$ cat src/rtl/stb_pkg.sv
// Shared types for the strobe-period averaging block: FSM state and error codes.
package stb_pkg;

    localparam int T_CNT_WIDTH_DEF = 32;

    typedef enum logic [2:0] {
        IDLE    = 3'd0,
        REQ     = 3'd1,
        RELEASE = 3'd2,
        DONE    = 3'd3,
        FAIL    = 3'd4
    } stb_avg_state_t;

    typedef enum logic [1:0] {
        ERR_NONE = 2'd0,
        ERR_TO   = 2'd1,
        ERR_STB  = 2'd2,
        ERR_ZERO = 2'd3
    } err_code_t;

endpackage

$ cat src/rtl/stb_minmax_acc.sv
// Running sum plus min/max trackers for period samples; clr_i preloads
// min to all-ones and max to zero so the first add sets both.
module stb_minmax_acc #(
    parameter int T_CNT_WIDTH = 32,
    parameter int LOG2_N      = 3
) (
    input  logic                          clk_i,
    input  logic                          arst_i,
    input  logic                          clr_i,
    input  logic                          add_i,
    input  logic [T_CNT_WIDTH-1:0]        sample_i,
    output logic [T_CNT_WIDTH+LOG2_N-1:0] acc_o,
    output logic [T_CNT_WIDTH-1:0]        min_o,
    output logic [T_CNT_WIDTH-1:0]        max_o
);

    localparam int ACC_W = T_CNT_WIDTH + LOG2_N;

    logic [ACC_W-1:0]       acc_q, acc_d;
    logic [T_CNT_WIDTH-1:0] min_q, min_d;
    logic [T_CNT_WIDTH-1:0] max_q, max_d;

    always_comb begin
        acc_d = acc_q;
        min_d = min_q;
        max_d = max_q;
        if (clr_i) begin
            acc_d = '0;
            min_d = '1;
            max_d = '0;
        end else if (add_i) begin
            acc_d = acc_q + ACC_W'(sample_i);
            if (sample_i < min_q) min_d = sample_i;
            if (sample_i > max_q) max_d = sample_i;
        end
    end

    always_ff @(posedge clk_i or posedge arst_i) begin
        if (arst_i) begin
            acc_q <= '0;
            min_q <= '0;
            max_q <= '0;
        end else begin
            acc_q <= acc_d;
            min_q <= min_d;
            max_q <= max_d;
        end
    end

    assign acc_o = acc_q;
    assign min_o = min_q;
    assign max_o = max_q;

endmodule

$ cat src/rtl/stb_period_avg.sv
// Collects 2^LOG2_N strobe-generator period samples and reports mean/min/max.
// Optional jitter reporting (max - min against a limit) under PERIOD_JITTER_EN.
module stb_period_avg
    import stb_pkg::*;
#(
    parameter int T_CNT_WIDTH = T_CNT_WIDTH_DEF,
    parameter int LOG2_N      = 3,
    parameter int TO_WIDTH    = 24
) (
    input  logic                   clk_i,
    input  logic                   arst_i,
    input  logic                   start_i,
    input  logic                   abort_i,
    input  logic [TO_WIDTH-1:0]    timeout_i,
    output logic                   stb_req_o,
    input  logic                   stb_valid_i,
    input  logic [T_CNT_WIDTH-1:0] stb_period_i,
    input  logic                   stb_err_i,
    output logic                   busy_o,
    output logic                   done_o,
    output logic                   err_o,
    output logic [1:0]             err_code_o,
    output logic [2:0]             state_o,
    output logic [T_CNT_WIDTH-1:0] avg_o,
    output logic [T_CNT_WIDTH-1:0] min_o,
`ifdef PERIOD_JITTER_EN
    input  logic [T_CNT_WIDTH-1:0] jit_lim_i,
    output logic [T_CNT_WIDTH-1:0] jit_o,
    output logic                   jit_err_o,
`endif
    output logic [T_CNT_WIDTH-1:0] max_o
);

    localparam int ACC_W = T_CNT_WIDTH + LOG2_N;
    localparam int CNT_W = LOG2_N + 1;
    localparam logic [CNT_W-1:0] N_SAMPLES = CNT_W'(2 ** LOG2_N);

    stb_avg_state_t         state_q, state_d;
    logic [TO_WIDTH-1:0]    to_cnt_q, to_cnt_d;
    logic [CNT_W-1:0]       cnt_q, cnt_d;
    err_code_t              fail_code_q, fail_code_d;
    logic                   done_q, done_d;
    logic                   err_q, err_d;
    err_code_t              err_code_q, err_code_d;
    logic [T_CNT_WIDTH-1:0] avg_q, avg_d;
    logic [T_CNT_WIDTH-1:0] min_q, min_d;
    logic [T_CNT_WIDTH-1:0] max_q, max_d;
    logic                   acc_clr, acc_add;
    logic [ACC_W-1:0]       acc;
    logic [T_CNT_WIDTH-1:0] run_min, run_max;
`ifdef PERIOD_JITTER_EN
    logic [T_CNT_WIDTH-1:0] jit_q, jit_d;
    logic                   jit_err_q, jit_err_d;
`endif

    stb_minmax_acc #(
        .T_CNT_WIDTH(T_CNT_WIDTH),
        .LOG2_N     (LOG2_N)
    ) u_acc (
        .clk_i   (clk_i),
        .arst_i  (arst_i),
        .clr_i   (acc_clr),
        .add_i   (acc_add),
        .sample_i(stb_period_i),
        .acc_o   (acc),
        .min_o   (run_min),
        .max_o   (run_max)
    );

    // Handshake: stb_req_o is high only in REQ; a sample is taken on the first
    // REQ cycle with stb_valid_i, and the next request waits for valid to drop.
    always_comb begin
        state_d     = state_q;
        to_cnt_d    = to_cnt_q;
        cnt_d       = cnt_q;
        fail_code_d = fail_code_q;
        done_d      = 1'b0;
        err_d       = err_q;
        err_code_d  = err_code_q;
        avg_d       = avg_q;
        min_d       = min_q;
        max_d       = max_q;
        acc_clr     = 1'b0;
        acc_add     = 1'b0;
`ifdef PERIOD_JITTER_EN
        jit_d       = jit_q;
        jit_err_d   = jit_err_q;
`endif
        if (abort_i) begin
            state_d = IDLE;
        end else begin
            case (state_q)
                IDLE: begin
                    if (start_i) begin
                        state_d     = REQ;
                        acc_clr     = 1'b1;
                        cnt_d       = '0;
                        to_cnt_d    = '0;
                        err_d       = 1'b0;
                        err_code_d  = ERR_NONE;
                        fail_code_d = ERR_NONE;
`ifdef PERIOD_JITTER_EN
                        jit_err_d   = 1'b0;
`endif
                    end
                end
                REQ: begin
                    to_cnt_d = to_cnt_q + TO_WIDTH'(1);
                    if (stb_err_i) begin
                        state_d     = FAIL;
                        fail_code_d = ERR_STB;
                    end else if (stb_valid_i) begin
                        if (stb_period_i == '0) begin
                            state_d     = FAIL;
                            fail_code_d = ERR_ZERO;
                        end else begin
                            acc_add = 1'b1;
                            cnt_d   = cnt_q + CNT_W'(1);
                            state_d = RELEASE;
                        end
                    end else if (timeout_i != '0 && to_cnt_d == timeout_i) begin
                        state_d     = FAIL;
                        fail_code_d = ERR_TO;
                    end
                end
                RELEASE: begin
                    if (stb_err_i) begin
                        state_d     = FAIL;
                        fail_code_d = ERR_STB;
                    end else if (!stb_valid_i) begin
                        if (cnt_q < N_SAMPLES) begin
                            state_d  = REQ;
                            to_cnt_d = '0;
                        end else begin
                            state_d = DONE;
                        end
                    end
                end
                DONE: begin
                    avg_d   = acc[ACC_W-1:LOG2_N];
                    min_d   = run_min;
                    max_d   = run_max;
                    done_d  = 1'b1;
                    state_d = IDLE;
`ifdef PERIOD_JITTER_EN
                    jit_d     = run_max - run_min;
                    jit_err_d = (run_max - run_min) > jit_lim_i;
`endif
                end
                FAIL: begin
                    err_d      = 1'b1;
                    err_code_d = fail_code_q;
                    done_d     = 1'b1;
                    state_d    = IDLE;
                end
                default: state_d = IDLE;
            endcase
        end
    end

    always_ff @(posedge clk_i or posedge arst_i) begin
        if (arst_i) begin
            state_q     <= IDLE;
            to_cnt_q    <= '0;
            cnt_q       <= '0;
            fail_code_q <= ERR_NONE;
            done_q      <= 1'b0;
            err_q       <= 1'b0;
            err_code_q  <= ERR_NONE;
            avg_q       <= '0;
            min_q       <= '0;
            max_q       <= '0;
`ifdef PERIOD_JITTER_EN
            jit_q       <= '0;
            jit_err_q   <= 1'b0;
`endif
        end else begin
            state_q     <= state_d;
            to_cnt_q    <= to_cnt_d;
            cnt_q       <= cnt_d;
            fail_code_q <= fail_code_d;
            done_q      <= done_d;
            err_q       <= err_d;
            err_code_q  <= err_code_d;
            avg_q       <= avg_d;
            min_q       <= min_d;
            max_q       <= max_d;
`ifdef PERIOD_JITTER_EN
            jit_q       <= jit_d;
            jit_err_q   <= jit_err_d;
`endif
        end
    end

    assign stb_req_o  = (state_q == REQ);
    assign busy_o     = (state_q != IDLE);
    assign done_o     = done_q;
    assign err_o      = err_q;
    assign err_code_o = err_code_q;
    assign state_o    = state_q;
    assign avg_o      = avg_q;
    assign min_o      = min_q;
    assign max_o      = max_q;
`ifdef PERIOD_JITTER_EN
    assign jit_o      = jit_q;
    assign jit_err_o  = jit_err_q;
`endif

endmodule

$ cat config.mk
export PLATFORM = sky130hd
export DESIGN_NAME = stb_period_avg
export DESIGN_NICKNAME = d
export VERILOG_FILES = /design/src/rtl/stb_pkg.sv /design/src/rtl/stb_minmax_acc.sv /design/src/rtl/stb_period_avg.sv
export SDC_FILE = /design/constraint.sdc
export NUM_CORES = 1
export LEC_CHECK = 0
export ABC_AREA = 1
export BUFFER_PORTS_ARGS = -buffer_cell sky130_fd_sc_hd__clkbuf_2
export CELL_PAD_IN_SITES_DETAIL_PLACEMENT = 0
export CELL_PAD_IN_SITES_GLOBAL_PLACEMENT = 2
export CORE_ASPECT_RATIO = 0.7
export CORE_UTILIZATION = 37
export DETAILED_ROUTE_END_ITERATION = 7
export PLACE_DENSITY_LB_ADDON = 0.1
export SYNTH_ARGS = -nofsm -noshare
export SYNTH_HDL_FRONTEND = slang
export SYNTH_SLANG_ARGS = --single-unit
$ cat constraint.sdc
create_clock -name clk_i -period 15.4 [get_ports clk_i]
set_input_delay 3.08 -clock clk_i [delete_from_list [all_inputs] [get_ports clk_i]]
set_output_delay 3.08 -clock clk_i [all_outputs]
set_load 0.02 [all_outputs]
* Word-level counts from Yosys, hierarchy flattened
Cells that the tools add are included. Widths: inputs -> output; s select.
Storage, ports and cells: flip-flop bits (word level) 232, bits in latches 0, RAM bits 0, memory bits (read-only) 0, word-level logic and storage cells 106, memories 0
Cells by class: add/sub/neg operators 3, multipliers 0, divide/modulo/power cells 0, $lt $le $gt $ge 3, equality and inequality tests 18, shift operators 0, mux-type cells 48, bitwise logic cells 1, reduce and logical (&&, ||, !) cells 20
Operators with widths (count):
- $mux 32 | 6
- $mux 24 | 4
- $pmux 24 s3 | 1
- $mux 35 | 2
- $add 35x32->35 | 1
- $gt 32x32->1 | 1
- $logic_not 32->1 | 1
- $lt 32x32->1 | 1
- $add 24x1->24 const B | 1
- $eq 24x24->1 | 1
- $mux 3 | 8
- $reduce_bool 24->1 | 1
- $reduce_and 6->1 | 3
- $mux 4 | 4
- $mux 2 | 7
- $ne 2x2->1 const B | 7
- $mux 1 | 11
- $reduce_bool 2->1 | 5
- $pmux 3 s3 | 1
- $pmux 4 s2 | 1
- $eq 3x2->1 const B | 2
- $pmux 2 s3 | 1
- $reduce_and 2->1 | 3
- $reduce_and 3->1 | 2
- 17 further kinds | 18

* Logic depth before layout (Yosys ltp)
Gate-level depths: netlist of run 1.
depth in word-level cells 8, gate-level depth with buffers 18, gate-level depth less buffers 18

* Hierarchy
Synthesis of run 1 repeated with hierarchy kept, for this count alone.
Second synthesis, totals: cell total of the unflattened synthesis 1797, area, all modules 14476.4 µm²
Modules (own cells, without submodules):
- stb_minmax_acc | times used 1, cells an instance 1110, area an instance 7973.9 µm², sequential area each 2477.4 µm²
- stb_period_avg | times used 1, cells an instance 687, area an instance 6502.5 µm², sequential area each 3328.2 µm²

* Worst setup path after synthesis of run 1
Ideal clock, no wire load.
kind input to register, from input port stb_period_i[0], to register u_acc.acc_q[22] (netlist: u_acc.acc_o[22]), setup time 126 ps, data arrival time 4722 ps, data required time 15274 ps, slack 10553 ps, stages 13, buffers on the path 0, cell sequence ha_1 -> inv_1 -> fa_1 -> inv_1 -> nand3_1 -> nor2_1 -> nor2_1 -> o21ai_1 -> a21boi_0 -> o21ai_0 -> nand2_1 -> nand2_1 -> o22ai_1
Between the ends: cells in the longest elaborated chain, start to end 7, elaborated cells between the ends (all ways) 10
RTL lines:
- start, declared | line stb_period_avg.sv:17 | input logic [T_CNT_WIDTH-1:0] stb_period_i,
- branches (longest 7 deep; another with $add 35x32->35)
- end signal, assigned | line stb_minmax_acc.sv:40 | acc_q <= '0;
- end signal, assigned | line stb_minmax_acc.sv:44 | acc_q <= acc_d;
- end, declared | line stb_minmax_acc.sv:19 | logic [ACC_W-1:0] acc_q, acc_d;
Several ways; the timed one is not identified. The select of a mux whose other input is x is not followed. A chain may end at the register's enable or synchronous reset.

* Worst setup path after layout of run 1
from input port stb_period_i[16], to register u_acc.min_q[27] (netlist: u_acc.min_o[27])
Between the ends: cells in the longest elaborated chain, start to end 8, elaborated cells between the ends (all ways) 10
RTL lines:
- $logic_not 32->1 | line stb_period_avg.sv:113 | if (stb_period_i == '0) begin
- $mux 1 | line stb_period_avg.sv:113
- $mux 1 | line stb_period_avg.sv:112 | end else if (stb_valid_i) begin
- $mux 1 | line stb_period_avg.sv:109 | if (stb_err_i) begin
- $mux 1 | line stb_period_avg.sv:92 | case (state_q)
- $mux 1 | line stb_period_avg.sv:89 | if (abort_i) begin
- $reduce_bool 2->1 (no line)
- $reduce_and 2->1 (no line) *
- end signal, assigned | line stb_minmax_acc.sv:45 | min_q <= min_d;
- end, declared | line stb_minmax_acc.sv:20 | logic [T_CNT_WIDTH-1:0] min_q, min_d;
Every way passes the cells marked *; elsewhere a longest branch is shown, timed or not.

==> flow_summary.json, run 1 <==
{
  "yosys_warnings": 0,
  "routed.top_layer": "met4",
  "path_max_fanout": 66,
  "crit_family": "simple AND/OR/NAND/NOR gates",
  "cp-start-kind": "input pin",
  "period_minus_slack_ps": 5910,
  "holdWs_ps": 469,
  "ys_seq_area_share_pct": 41.1,
  "cp_data_arrival_time_ps": 6350,
  "wl_um": 47000,
  "slew_violations": 0,
  "gp_congestion": 0.879,
  "numClockSinks": 232,
  "grt_pass1_wl_um": 73000,
  "hpwl_um": 35300,
  "drt_iter0_drc": 951,
  "status": "complete, no violations",
  "crit_chain": "clkbuf_2, inv_1, nand4_1, nor2_1, nand3_1, nor2_1, nor2_1, nand2_2, nand2_1, nand2_1, buf_4, inv_2, buf_4, nand3_2, nand3_1, nand2_1",
  "synth_area_sq_um": 14100,
  "ant_nets": 0,
  "powerDensity_nw_per_um2": 150,
  "ctsResizeCount": 0,
  "drive_gt1_share_pct": 14.3,
  "wl_met3_um": 2610,
  "synth.area.top_cells": "dfrtp_1 41%, nand2_1 12%, ha_1 8.6%, nand3_1 6.7%, inv_1 6.0%",
  "synth_edf_count": 0,
  "met2_length_um": 18500,
  "final.setup.tns_ps": 0,
  "numCtsBuffers": 27,
  "antenna_found_initial": 0,
  "fin_crit_sh_pct": 38.4,
  "fmax_mhz": 169,
  "p_leak_uw": 0.00829,
  "postLayoutSetupSlackWorst_ps": 9490,
  "first_global_vias": 12258,
  "drc": 0,
  "port_buffers": 166,
  "synth_seq_cells": 232,
  "nNetsFinal": 2153,
  "synth-async-reset-ratio_pct": 100,
  "dp_slack_ps": 8890,
  "critPathRequiredTime_ps": 15840,
  "cp-end-kind": "register",
  "die_y_um": 166,
  "cts-hold-fix-buffers": 0,
  "die_w_um": 236,
  "rsz0062_at_grt": "false",
  "num_antenna_cells": 0,
  "hold_viol_final": 0,
  "vias": 12929,
  "synthCells": 1849,
  "htreeDepth": 1,
  "path_buf_inv": 5,
  "dr.pass1.iters": 5,
  "grt_use_total_pct": 24.2,
  "slowest_delay_ps": 860,
  "clock_skew_ps": 26.4,
  "syn_area_per_cell_sq_um": 7.65,
  "core_sq_um": 37400,
  "die-area_sq_um": 39000,
  "via_per_inst": 5.17,
  "slew_headroom_pct": 25.3,
  "clock-root-buffer": "clkbuf_16",
  "synth_top_area_share_pct": 41.1,
  "worstMarginPinSlew_ps": 1120,
  "post_cts_buffers": 0,
  "multi_input_area_sq_um": 7200,
  "grt_max_degree": 114,
  "insertion_delay_ps": 580,
  "nFillCells": 3856,
  "clk_pin_slew_ps": 60,
  "drt-met1-wl_um": 25300,
  "area.growth.synth_to_final_pct": 16.0,
  "routedWlPerCell_um": 18.8,
  "finalSetupViolCount": 0,
  "postLayoutCoreUtil_pct": 43.8,
  "ir_drop_mv": 0.0866,
  "yosysUniqueCellTypes": 47,
  "worstSetupPathType": "in2reg",
  "clockBufferDepth": 3,
  "drv_cap": 0,
  "hp-class": "reg2reg",
  "crit_slowest_cell": "nand3_2",
  "initial_utilization_pct": 37.8,
  "ys.flop_type": "dfrtp_1",
  "seqCellArea_sq_um": 5810,
  "rows": 59,
  "syn_nets": 2009,
  "cts_tree": "yes",
  "io-pin-count": 167,
  "grt-ovfl-total": 0,
  "synth.largest_area_cell": "dfrtp_1"
}
final timing paths:
| kind | slack [ps] | to | cells after the start | start |
|---|---|---|---|---|
| min | 470 | err_o | 2 | err_o |
| min reg2reg | 470 | err_o | 2 | err_o |
| max in group asynchronous | 11220 | max_o[19] | 3 | arst_i |
| max | 9490 | u_acc.min_o[27] | 16 | stb_period_i[16] |
| max reg2reg | 11840 | u_acc.min_o[21] | 11 | state_o[1] |
| min in group asynchronous | 2660 | to_cnt_q[16] | 2 | arst_i |
metrics by stage:
step	std cells	total power [uW]	area, sq um
2_1_floorplan	1849	1430	14100
3_3_place_gp	2452	1730	15400
3_5_place_dp	2452	1740	15400
4_1_cts	2502	2480	16400
5_1_grt	2502	2640	16400
6_report	2502	2460	16400
report_power, final:
part	internal, uW	leakage, uW	switching (uW)
logic	283	0.00465	604
registers	752	0.00316	94.4
clock network	445	0.000478	282
total	1480	0.00829	980
layer usage:
layer | up-vias | global-route usage (%)
met1 | 6143 | 38.9
met5 | - | 0
met3 | 43 | 3.61
met4 | 0 | 3.92
met2 | 306 | 33.7
li1 | 6437 | -
cells in the mapped netlist (all sizes together) (28+ instances only):
library cell  instances
o21ai               146
clkbuf               34
nor2                137
o22ai                43
nand3               192
dfrtp               232
a21oi                74
buf                  28
nand2               470
inv                 230
ha                   97
nand4                49
cell usage in the layout (no fill, tap or decap), types with 16 or more instances in the layout:
master	count
inv_1	224
ha_1	97
or2_2	17
o22ai_1	43
o21ai_0	142
xor2_1	16
nand4_1	49
nand2_1	455
dfrtp_1	232
clkbuf_2	166
a21oi_1	74
nor2_1	123
clkbuf_16	27
nand3_1	187
sequential cells by signal, indices dropped and copies added, names as in the netlist:
register,cells
state_o,3
min_o,32
done_o,1
err_code_o,2
u_acc.acc_o,35
u_acc.max_o,32
max_o,32
cnt_q,4
avg_o,32
u_acc.min_o,32
fail_code_q,2
to_cnt_q,24
err_o,1
worst reg2reg max path: stages (launching register included):
cell and delay [ps]:
dfrtp_1 450, nor2_1 190, inv_1 70, nor2_2 190, nand2_1 80, nor2_1 90
buf_4 260, clkinv_2 730, nand2_1 820, buf_4 360, nand3_1 140, nand2_1 100
cell type report:
| class | count | share of cell area (%) |
|---|---|---|
| timing repair buffer | 177 | 5.57 |
| tap | 488 | 3.72 |
| clock buffer | 36 | 4.57 |
| inverter | 232 | 5.36 |
| sequential | 232 | 35.4 |
| multi-input combinational | 1323 | 43.9 |
| clock inverter | 14 | 1.53 |
kinds of logic after synthesis:
group | after synthesis | share of synthesized area [%]
fa+ha+maj | 98 | 8.72
buf+inv | 294 | 8.19
simple gates | 899 | 28.5
compound gates | 300 | 11.7
flops | 232 | 41.1
mux | 5 | 0.398
xor+xnor | 21 | 1.41
Power figures use the tool's default switching activity.
==> run 2, diff against run 1 <==
--- a/config.mk
+++ b/config.mk
@@ -10,7 +10,7 @@
 export CELL_PAD_IN_SITES_DETAIL_PLACEMENT = 0
 export CELL_PAD_IN_SITES_GLOBAL_PLACEMENT = 2
 export CORE_ASPECT_RATIO = 0.7
-export CORE_UTILIZATION = 37
+export CORE_UTILIZATION = 31
 export DETAILED_ROUTE_END_ITERATION = 7
 export PLACE_DENSITY_LB_ADDON = 0.1
 export SYNTH_ARGS = -nofsm -noshare
==> constraint.sdc (replaced) <==
create_clock -name clk_i -period 4.75 [get_ports clk_i]
set_input_delay 0.95 -clock clk_i [delete_from_list [all_inputs] [get_ports clk_i]]
set_output_delay 0.95 -clock clk_i [all_outputs]
set_load 0.02 [all_outputs]
==> flow_summary.json, run 2 (synthesis gave the netlist of run 1 again) <==
{
  "largest_reg_flops": 35,
  "hpwl_um": 36900,
  "cp_common_cell": "nand2_1",
  "die_y_um": 181,
  "hp-class": "in2async",
  "slew_headroom_pct": 33.1,
  "finalPower_uw": 7640,
  "place_inst": 2577,
  "slowest_delay_ps": 650,
  "routedWlPerCell_um": 18.5,
  "ctsResizeCount": 0,
  "final_cell_mix": "455 x nand2_1, 232 x dfrtp_1, 224 x inv_1",
  "grt-ovfl-total": 0,
  "first_global_vias": 12733,
  "clock-root-buffer": "clkbuf_16",
  "grt_use_total_pct": 21.2,
  "rows": 65,
  "finalSetupViolCount": 0,
  "insertion_delay_ps": 560,
  "final.setup.tns_ps": 0,
  "numCtsBuffers": 27,
  "reg2reg_depth": 11,
  "port_buffers": 166,
  "numClockSinks": 232,
  "rsz0062_at_grt": "false",
  "clock_skew_ps": 16.8,
  "crit_slowest_cell": "a21boi_0",
  "worstSetupPathType": "in2reg",
  "num_antenna_cells": 0,
  "final_common_cell": "nand2_1",
  "grt_max_degree": 133,
  "drc": 0,
  "cp-end-kind": "register",
  "io-pin-count": 167,
  "grt_pass1_wl_um": 76700,
  "ir_drop_mv": 0.312,
  "fin_cells": 2622,
  "setup.worst_path.end": "u_acc.min_o[1]",
  "period_minus_slack_ps": 3370,
  "p_leak_uw": 0.00827,
  "drv_cap": 0,
  "p_int_uw": 4560,
  "postLayoutCoreUtil_pct": 36.6,
  "nNetsFinal": 2163,
  "cp_data_arrival_time_ps": 3820,
  "core_sq_um": 45100,
  "fin_crit_sh_pct": 71.0,
  "antenna_found_initial": 0,
  "vias": 12918,
  "drt_iter0_drc": 993,
  "fmax_mhz": 296,
  "via_per_inst": 4.93,
  "clkPwrFrac_pct": 27.1,
  "die_w_um": 257,
  "hold_viol_final": 0,
  "p_comb_share_pct": 37.2,
  "clk_pin_slew_ps": 60,
  "wl_um": 48500,
  "status": "complete, no violations",
  "power_switching_uw": 3080,
  "cts-hold-fix-buffers": 0,
  "cts_tree": "yes",
  "drive_gt1_share_pct": 14.3,
  "path_max_fanout": 17,
  "critPathRequiredTime_ps": 5190,
  "cp-start-kind": "input pin",
  "die-area_sq_um": 46500,
  "dr.pass1.iters": 5,
  "powerDensity_nw_per_um2": 463,
  "worstMarginPinSlew_ps": 1000,
  "crit_chain": "clkbuf_2, ha_1, nand4_1, nor3_1, a21boi_0, o21ai_0, nand2_1, nand2_1, buf_4, nand3_1, nand2_1",
  "initial_utilization_pct": 31.4,
  "p_sw_share_pct": 40.4,
  "reg2reg_slack_ps": 1580,
  "post_cts_buffers": 0,
  "htreeDepth": 1,
  "r2r-end": "u_acc.min_o[1]",
  "timing.rr.start": "u_acc.min_o[15]",
  "holdWs_ps": 366,
  "slew_violations": 0,
  "ant_nets": 0,
  "clockBufferDepth": 3,
  "area.growth.synth_to_final_pct": 16.6,
  "seqPwrFrac_pct": 35.7,
  "gp_congestion": 0.858,
  "startpoint": "stb_period_i[15]"
}
run 2: cell count changes in the layout (fill, tap and decap cells not counted), sizes merged:
| cell | change |
|---|---|
| inv | -1 |
| buf | +10 |
| clkbuf | +3 |
| clkinv | -2 |
| clkinvlp | -1 |
| bufinv | -4 |
run 2: worst min-delay path by stage:
stage                              start              to  slack, ps
final                             arst_i        max_o[0]        370
after global routing              arst_i    to_cnt_q[23]        370
after CTS                         arst_i        max_o[0]        350
after detailed placement           err_o           err_o        460
after global placement             err_o           err_o        450
after floorplan           fail_code_q[0]  fail_code_q[0]        440
run 2: metrics by stage:
stage / area [sq um] / setup WS, ps
after global routing: 16500 / 1250
after floorplan: 14100 / 764
final: 16500 / 1380
after detailed placement: 15700 / 848
after global placement: 15700 / 945
after CTS: 16500 / 1420
run 2: cell type report:
class	instances	area, sq um
sequential	232	5810
multi-input combinational	1323	7190
fill	4877	28600
inverter	232	876
timing repair buffer	187	1030
clock buffer	39	751
tap	603	754
clock inverter	6	86.3
run 2: worst max-delay path: cells and delay by family:
family                     cells  cell delay [ps]
and+or+nand+nor                6              970
adders and majority gates      1              370
buffers and inverters          2              570
AOI/OAI and AO/OA              2              940
run 2: power groups by stage:
| stage | Sequential, uW | Clock (uW) | Combinational [uW] |
|---|---|---|---|
| after global placement | 2760 | 0 | 2830 |
| after CTS | 2730 | 2150 | 2870 |
| after floorplan | 2800 | 0 | 1840 |
| final | 2730 | 2070 | 2840 |
| after detailed placement | 2770 | 0 | 2860 |
| after global routing | 2790 | 2220 | 3250 |
run 2: per-layer routing:
layer,part of all wire (%),track usage (%)
met1,54,34.1
met5,0,0
met4,1.2,2.95
met3,3.8,2.40
met2,41,30.4
